===== config.mk =====
export PLATFORM = sky130hd
export DESIGN_NAME = hvpi_ctrl
export DESIGN_NICKNAME = d
export VERILOG_FILES = /design/src/rtl/hvpi_ctrl.sv
export SDC_FILE = /design/constraint.sdc
export NUM_CORES = 1
export LEC_CHECK = 0
export ABC_AREA = 1
export BUFFER_PORTS_ARGS = -buffer_cell sky130_fd_sc_hd__clkbuf_2
export CELL_PAD_IN_SITES_DETAIL_PLACEMENT = 2
export CELL_PAD_IN_SITES_GLOBAL_PLACEMENT = 2
export CORE_MARGIN = 1
export CORE_UTILIZATION = 30
export DETAILED_ROUTE_END_ITERATION = 16
export GPL_ROUTABILITY_DRIVEN = 0
export PLACE_DENSITY = 0.78
export RECOVER_POWER = 50
export SETUP_SLACK_MARGIN = 0.5
export SYNTH_ARGS = -nofsm -noshare
export SYNTH_HDL_FRONTEND = slang
export SYNTH_SLANG_ARGS = --single-unit

===== constraint.sdc =====
create_clock -name clk -period 2.6 [get_ports clk]
set_input_delay 0.26 -clock clk [delete_from_list [all_inputs] [get_ports clk]]
set_output_delay 0.26 -clock clk [all_outputs]
set_load 0.02 [all_outputs]

===== src/rtl/hvpi_ctrl.sv =====
// Hardware vectored priority interrupt controller.
// Latches rising edges on the request lines, picks one eligible channel by
// fixed or round-robin priority, and walks it through a
// request / acknowledge / end-of-interrupt cycle, presenting its ISR vector.
module hvpi_ctrl #(
    parameter int          NUM_INTS   = 8,
    parameter int          PC_WIDTH   = 8,
    parameter int unsigned VEC_BASE   = 32'hE0,
    parameter int unsigned VEC_STRIDE = 4
) (
    input  logic                        clk,
    input  logic                        reset,
    input  logic [NUM_INTS-1:0]         ints,
    input  logic [NUM_INTS-1:0]         mask_in,
    input  logic                        ld_mask,
    input  logic                        clr_mask,
    input  logic                        int_enable,
    input  logic                        int_disable,
    input  logic                        rr_mode,
    input  logic                        ack,
    input  logic                        eoi,
    output logic                        int_pending,
    output logic [PC_WIDTH-1:0]         isr_addr,
    output logic [$clog2(NUM_INTS)-1:0] int_id,
    output logic                        in_service,
    output logic [NUM_INTS-1:0]         pend_reg
);

    localparam int ID_W = $clog2(NUM_INTS);

    typedef enum logic [1:0] {IDLE, REQ, SERVICE} state_t;

    state_t                state_q, state_d;
    logic [NUM_INTS-1:0]   pend_q, pend_d;
    logic [NUM_INTS-1:0]   mask_q, mask_d;
    logic [NUM_INTS-1:0]   prev_q;
    logic                  en_q, en_d;
    logic [ID_W-1:0]       rr_ptr_q, rr_ptr_d;
    logic                  int_pending_q, int_pending_d;
    logic                  in_service_q, in_service_d;
    logic [ID_W-1:0]       int_id_q, int_id_d;
    logic [PC_WIDTH-1:0]   isr_addr_q, isr_addr_d;

    logic [NUM_INTS-1:0]   rise;
    logic [NUM_INTS-1:0]   eligible;
    logic [NUM_INTS-1:0]   ack_clr;
    logic                  sel_found;
    logic [ID_W-1:0]       sel_id;
    logic [ID_W-1:0]       cand;
    logic [PC_WIDTH-1:0]   sel_addr;
    int                    cand_idx;

    assign rise     = ints & ~prev_q;
    assign eligible = pend_q & mask_q;

    // Mask and global-enable next values; clear/disable dominate load/enable.
    always_comb begin
        mask_d = mask_q;
        if (clr_mask)
            mask_d = '0;
        else if (ld_mask)
            mask_d = mask_in;

        en_d = en_q;
        if (int_disable)
            en_d = 1'b0;
        else if (int_enable)
            en_d = 1'b1;
    end

    // Channel selection: scan upward from 0 (fixed) or from rr_ptr (round-robin).
    always_comb begin
        sel_found = 1'b0;
        sel_id    = '0;
        cand_idx  = 0;
        cand      = '0;
        for (int off = 0; off < NUM_INTS; off++) begin
            cand_idx = rr_mode ? (int'(rr_ptr_q) + off) % NUM_INTS : off;
            cand     = ID_W'(cand_idx);
            if (!sel_found && eligible[cand]) begin
                sel_found = 1'b1;
                sel_id    = cand;
            end
        end
        // Wraps naturally to PC_WIDTH bits.
        sel_addr = PC_WIDTH'(VEC_BASE + VEC_STRIDE * 32'(sel_id));
    end

    // Service-cycle FSM next state, held request outputs and pending-bit update.
    always_comb begin
        // NOTE: every signal gets a default first so no path leaves it unassigned
        // (which would infer a latch).
        state_d       = state_q;
        int_pending_d = int_pending_q;
        in_service_d  = in_service_q;
        int_id_d      = int_id_q;
        isr_addr_d    = isr_addr_q;
        rr_ptr_d      = rr_ptr_q;
        ack_clr       = '0;

        unique case (state_q)
            IDLE: begin
                if (en_q && sel_found) begin
                    int_id_d      = sel_id;
                    isr_addr_d    = sel_addr;
                    int_pending_d = 1'b1;
                    state_d       = REQ;
                end
            end
            REQ: begin
                if (ack) begin
                    ack_clr[int_id_q] = 1'b1;
                    int_pending_d     = 1'b0;
                    in_service_d      = 1'b1;
                    state_d           = SERVICE;
                end else if (!en_d || !mask_d[int_id_q]) begin
                    // Withdraw the request; the pend bit stays for a later retry.
                    int_pending_d = 1'b0;
                    state_d       = IDLE;
                end
            end
            SERVICE: begin
                if (eoi) begin
                    in_service_d = 1'b0;
                    rr_ptr_d     = ID_W'((int'(int_id_q) + 1) % NUM_INTS);
                    state_d      = IDLE;
                end
            end
            default: state_d = IDLE;
        endcase

        // A new edge on the bit being acknowledged survives the clear.
        pend_d = (pend_q & ~ack_clr) | rise;
    end

    // State registers with synchronous active-high reset.
    always_ff @(posedge clk) begin
        // NOTE: non-blocking assignments so every register samples pre-edge values.
        if (reset) begin
            state_q       <= IDLE;
            pend_q        <= '0;
            mask_q        <= '0;
            prev_q        <= '0;
            en_q          <= 1'b0;
            rr_ptr_q      <= '0;
            int_pending_q <= 1'b0;
            in_service_q  <= 1'b0;
            int_id_q      <= '0;
            isr_addr_q    <= '0;
        end else begin
            state_q       <= state_d;
            pend_q        <= pend_d;
            mask_q        <= mask_d;
            prev_q        <= ints;
            en_q          <= en_d;
            rr_ptr_q      <= rr_ptr_d;
            int_pending_q <= int_pending_d;
            in_service_q  <= in_service_d;
            int_id_q      <= int_id_d;
            isr_addr_q    <= isr_addr_d;
        end
    end

    assign int_pending = int_pending_q;
    assign in_service  = in_service_q;
    assign int_id      = int_id_q;
    assign isr_addr    = isr_addr_q;
    assign pend_reg    = pend_q;

endmodule


==> results list <==
- Cell chosen for the clock root: sky130_fd_sc_hd__clkbuf_8
- CTS Buffer Depth: 2
- H-tree levels: 2
* Setup slack of the critical path after layout: 0.418 ns
- Place WS: 0.210 ns
* Drt first pass iters: 4
- Global routing used 2.86% of the available met3 tracks.
- Summing every instance area after synthesis gives 2370 sq um.
- Entering global routing, the biggest net connects 31 pins.
- The number of antenna diodes in the final layout is 0.
- During I/O placement, the number of pins put on the boundary was 46.
- The analysis attributes to net switching a power of 368 uW.
- Power density over the cells: 397 nW/um^2
- VDD sags by at most 0.367 mV.
- Biggest area consumer among synthesized cells: sky130_fd_sc_hd__dfxtp_1
- Clock-pin slew was measured on the worst setup and hold paths at 0.08 ns.
- Met2 layer usage reported by global route: 40.3%
- Final count of negative-setup-slack endpoints: 0
* Crit path arrival time: about 2.3 ns
* Number of different library cells in the post-synthesis netlist: 36
* Most frequent cells in the layout: 77 x sky130_fd_sc_hd__nand2_1, 50 x sky130_fd_sc_hd__nor2_1, 33 x sky130_fd_sc_hd__dfxtp_1
- Setup repair after global routing could not meet its margin everywhere.
- Number of hold violations in the final report: 0
- Largest cells by area after synthesis: sky130_fd_sc_hd__dfxtp_1 30%, sky130_fd_sc_hd__nand2_1 14%, sky130_fd_sc_hd__nor2_1 8.5%
- Required time of the critical path: 2.70 ns
- A synthesized cell averages 6.59 sq um.
- Global routing consumed, on the met1 layer, around 26% of the routing resources.
- Counting the fill cells in the layout gives 939.
- Number of global-route vias before repair: 2775
- Post-detailed-routing wire length: around 9.4 mm
- For the worst-skew pair, the clock arrives at the later sink with an insertion delay of 0.29 ns.
- Flops & latches, synth: 36
- In this run the tightest slew margin relative to its limit is about 2.8%.
- Number of antenna violations at the first check in global routing: 0
- DRC violations left: 0
* Total Routing Usage GR: around 22%
- Die width: 90.9 um
* Core utilization of the finished layout: between 40% and 50%
* Buffers on Ports: 43
- In this run the remaining antenna-violating nets after routing total 0.
* P_leak: 1.48 nW
- Die Footprint: 8260 sq um
- TritonCTS built the clock tree.
- For the finished layout, the period the worst path requires is 2.18 ns.
- Achievable Freq: 458 MHz
- In this run the worst path has a maximum fanout of 6.
- Area grow syn2layout: 34.4%
* Worst hold path type: primary input to flip-flop
- met2 is the most crowded layer.
* Net count of the finished layout: 443
- Leaving out fill and tap cells, the most frequent cell in the layout is sky130_fd_sc_hd__nand2_1.
- After detailed routing, the number of vias per cell comes to 4.97.
- Switching share of power: 29.1%
- Gr ovfl total: 0
* Wirelength per Cell: roughly 18 um
- Total number of placement rows: 32
* Initial cell density of the core: between 30% and 40%
- Max Cap Viol: 0
- Of the total power, the clock network draws 34.5%.
- Max Clock Skew: approximately 0.0065 ns
- Critical setup path kind: flip-flop to flip-flop
- Number of buffers created by CTS: 5
- The detailed router finished its first iteration with 55 violations.
* Sequential cell fraction of total power: around 47%
- For this run, the register share of the synthesized area comes to 30.4%.
- After synthesis, the largest area contributor takes up 30.4% of total cell area.
- Share of power burned in combinational logic: between 10% and 20%
* Number of warnings printed during yosys synthesis: 0
* Synthesized netlist cell count: 360
- DPL Wire Length: 6.12 mm
- Final worst path period share: 83.9%
- Proportion of layout cells with a drive suffix above 1: between 30% and 40%
- The run finished with clean final reports.
* Global-route wire length before repair: 14.2 mm
- Core region area: 7690 sq um
* Sum of internal, switching and leakage power: 1.27 mW
* Total number of clock tree sinks: 36
- The die is 90.9 um tall.
* Total number of vias: 2569
* Accumulated negative setup slack: 0 ns
- Kind of capture point of the worst setup path: flip-flop
- Crit start category: flip-flop
- The internal portion of the total power is approximately 900 uW.
- Count of hold buffers inserted by post-cts repair: 0
* Slew Limit Fails: 0
- Slew at the pin with the worst max-slew slack: 1.46 ns
-- Yosys cell counts (all sizes together) --
cell / n
nor4: 2
o21ai: 12
a21oi: 19
nand4: 5
nand2: 107
nor2: 59
xor2: 1
clkinv: 1
nand3b: 2
o21bai: 1
o22ai: 1
clkbuf: 4
a22o: 1
buf: 11
conb: 1
ha: 3
nor3: 10
and2: 1
o21a: 1
inv: 39
nand3: 43
dfxtp: 36
-- metrics by stage --
| step | instances | hold WS, ns | area, sq um |
|---|---|---|---|
| floorplan | 361 | 0.376 | 2370 |
| global placement | 492 | 0.420 | 2630 |
| detailed placement | 492 | 0.427 | 2630 |
| CTS | 510 | 0.178 | 2990 |
| global route | 517 | 0.192 | 3190 |
| finish | 517 | 0.179 | 3190 |
-- power by group through the flow --
stage	combinational [mW]	sequential, mW	clock, mW
final	0.233	0.596	0.437
after global routing	0.254	0.599	0.468
after CTS	0.211	0.596	0.449
after detailed placement	0.192	0.610	0
after global placement	0.186	0.609	0
after floorplan	0.123	0.619	0
-- layout make-up --
cell class,count,area (sq um),share of cell area (%)
multi-input combinational,270,1670,52.6
sequential,36,727,22.8
clock buffer,7,96.3,3.02
tap,102,128,4.01
timing repair buffer,62,380,11.9
inverter,40,180,5.66
-- critical path: stages (launching register included) --
cell and delay [ns]:
sky130_fd_sc_hd__dfxtp_4 0.37, sky130_fd_sc_hd__buf_12 0.12, sky130_fd_sc_hd__ha_4 0.16, sky130_fd_sc_hd__inv_2 0.06, sky130_fd_sc_hd__nand2_2 0.07, sky130_fd_sc_hd__nand3_4 0.10
sky130_fd_sc_hd__buf_6 0.12, sky130_fd_sc_hd__nand3_4 0.07, sky130_fd_sc_hd__nand2_4 0.10, sky130_fd_sc_hd__nand4_4 0.12, sky130_fd_sc_hd__nor2_8 0.15, sky130_fd_sc_hd__buf_12 0.12
sky130_fd_sc_hd__nand4_4 0.10, sky130_fd_sc_hd__nand3_4 0.15, sky130_fd_sc_hd__buf_4 0.13, sky130_fd_sc_hd__a21oi_1 0.06
-- timing repair --
item                                    4_1_cts  5_1_grt
buffers inserted                             11        7
endpoints found under the setup margin        6        6
gates resized for setup                      44       33
pin swaps                                    13       16
-- path summary, 6_finish.rpt --
kind	slack, ns	cells past startpoint	end	startpoint
worst max-delay path	0.42	15	state_q[0]$_SDFFE_PP0P_	rr_ptr_q[1]$_SDFFE_PP0P_
worst max register to register	0.42	15	state_q[0]$_SDFFE_PP0P_	rr_ptr_q[1]$_SDFFE_PP0P_
worst min-delay path	0.18	3	prev_q[6]$_SDFF_PP0_	ints[6]
worst min register to register	0.44	1	pend_reg[7]$_SDFF_PP0_	prev_q[7]$_SDFF_PP0_
-- cell families (layout without fill, tap and decap cells) --
kind of cell	count (synthesis)	count (layout)	share of synthesized area, %
other	1	2	0.158
DFF	36	36	30.4
adders and majority gates	3	3	1.58
buffers and inverters	55	109	10.8
and+or+nand+nor	229	229	48.5
AOI/OAI and AO/OA	35	35	8.13
xor gates and xnor gates	1	1	0.369
-- per-layer routing --
layer	share of wire [%]	vias to the layer above	wire length [um]
met5	0	-	0
met4	2.3	0	213
met3	2.5	14	230
met2	54	40	5060
met1	41	1258	3880
li1	-	1257	-
No activity file was read; power rests on OpenSTA's default activity.
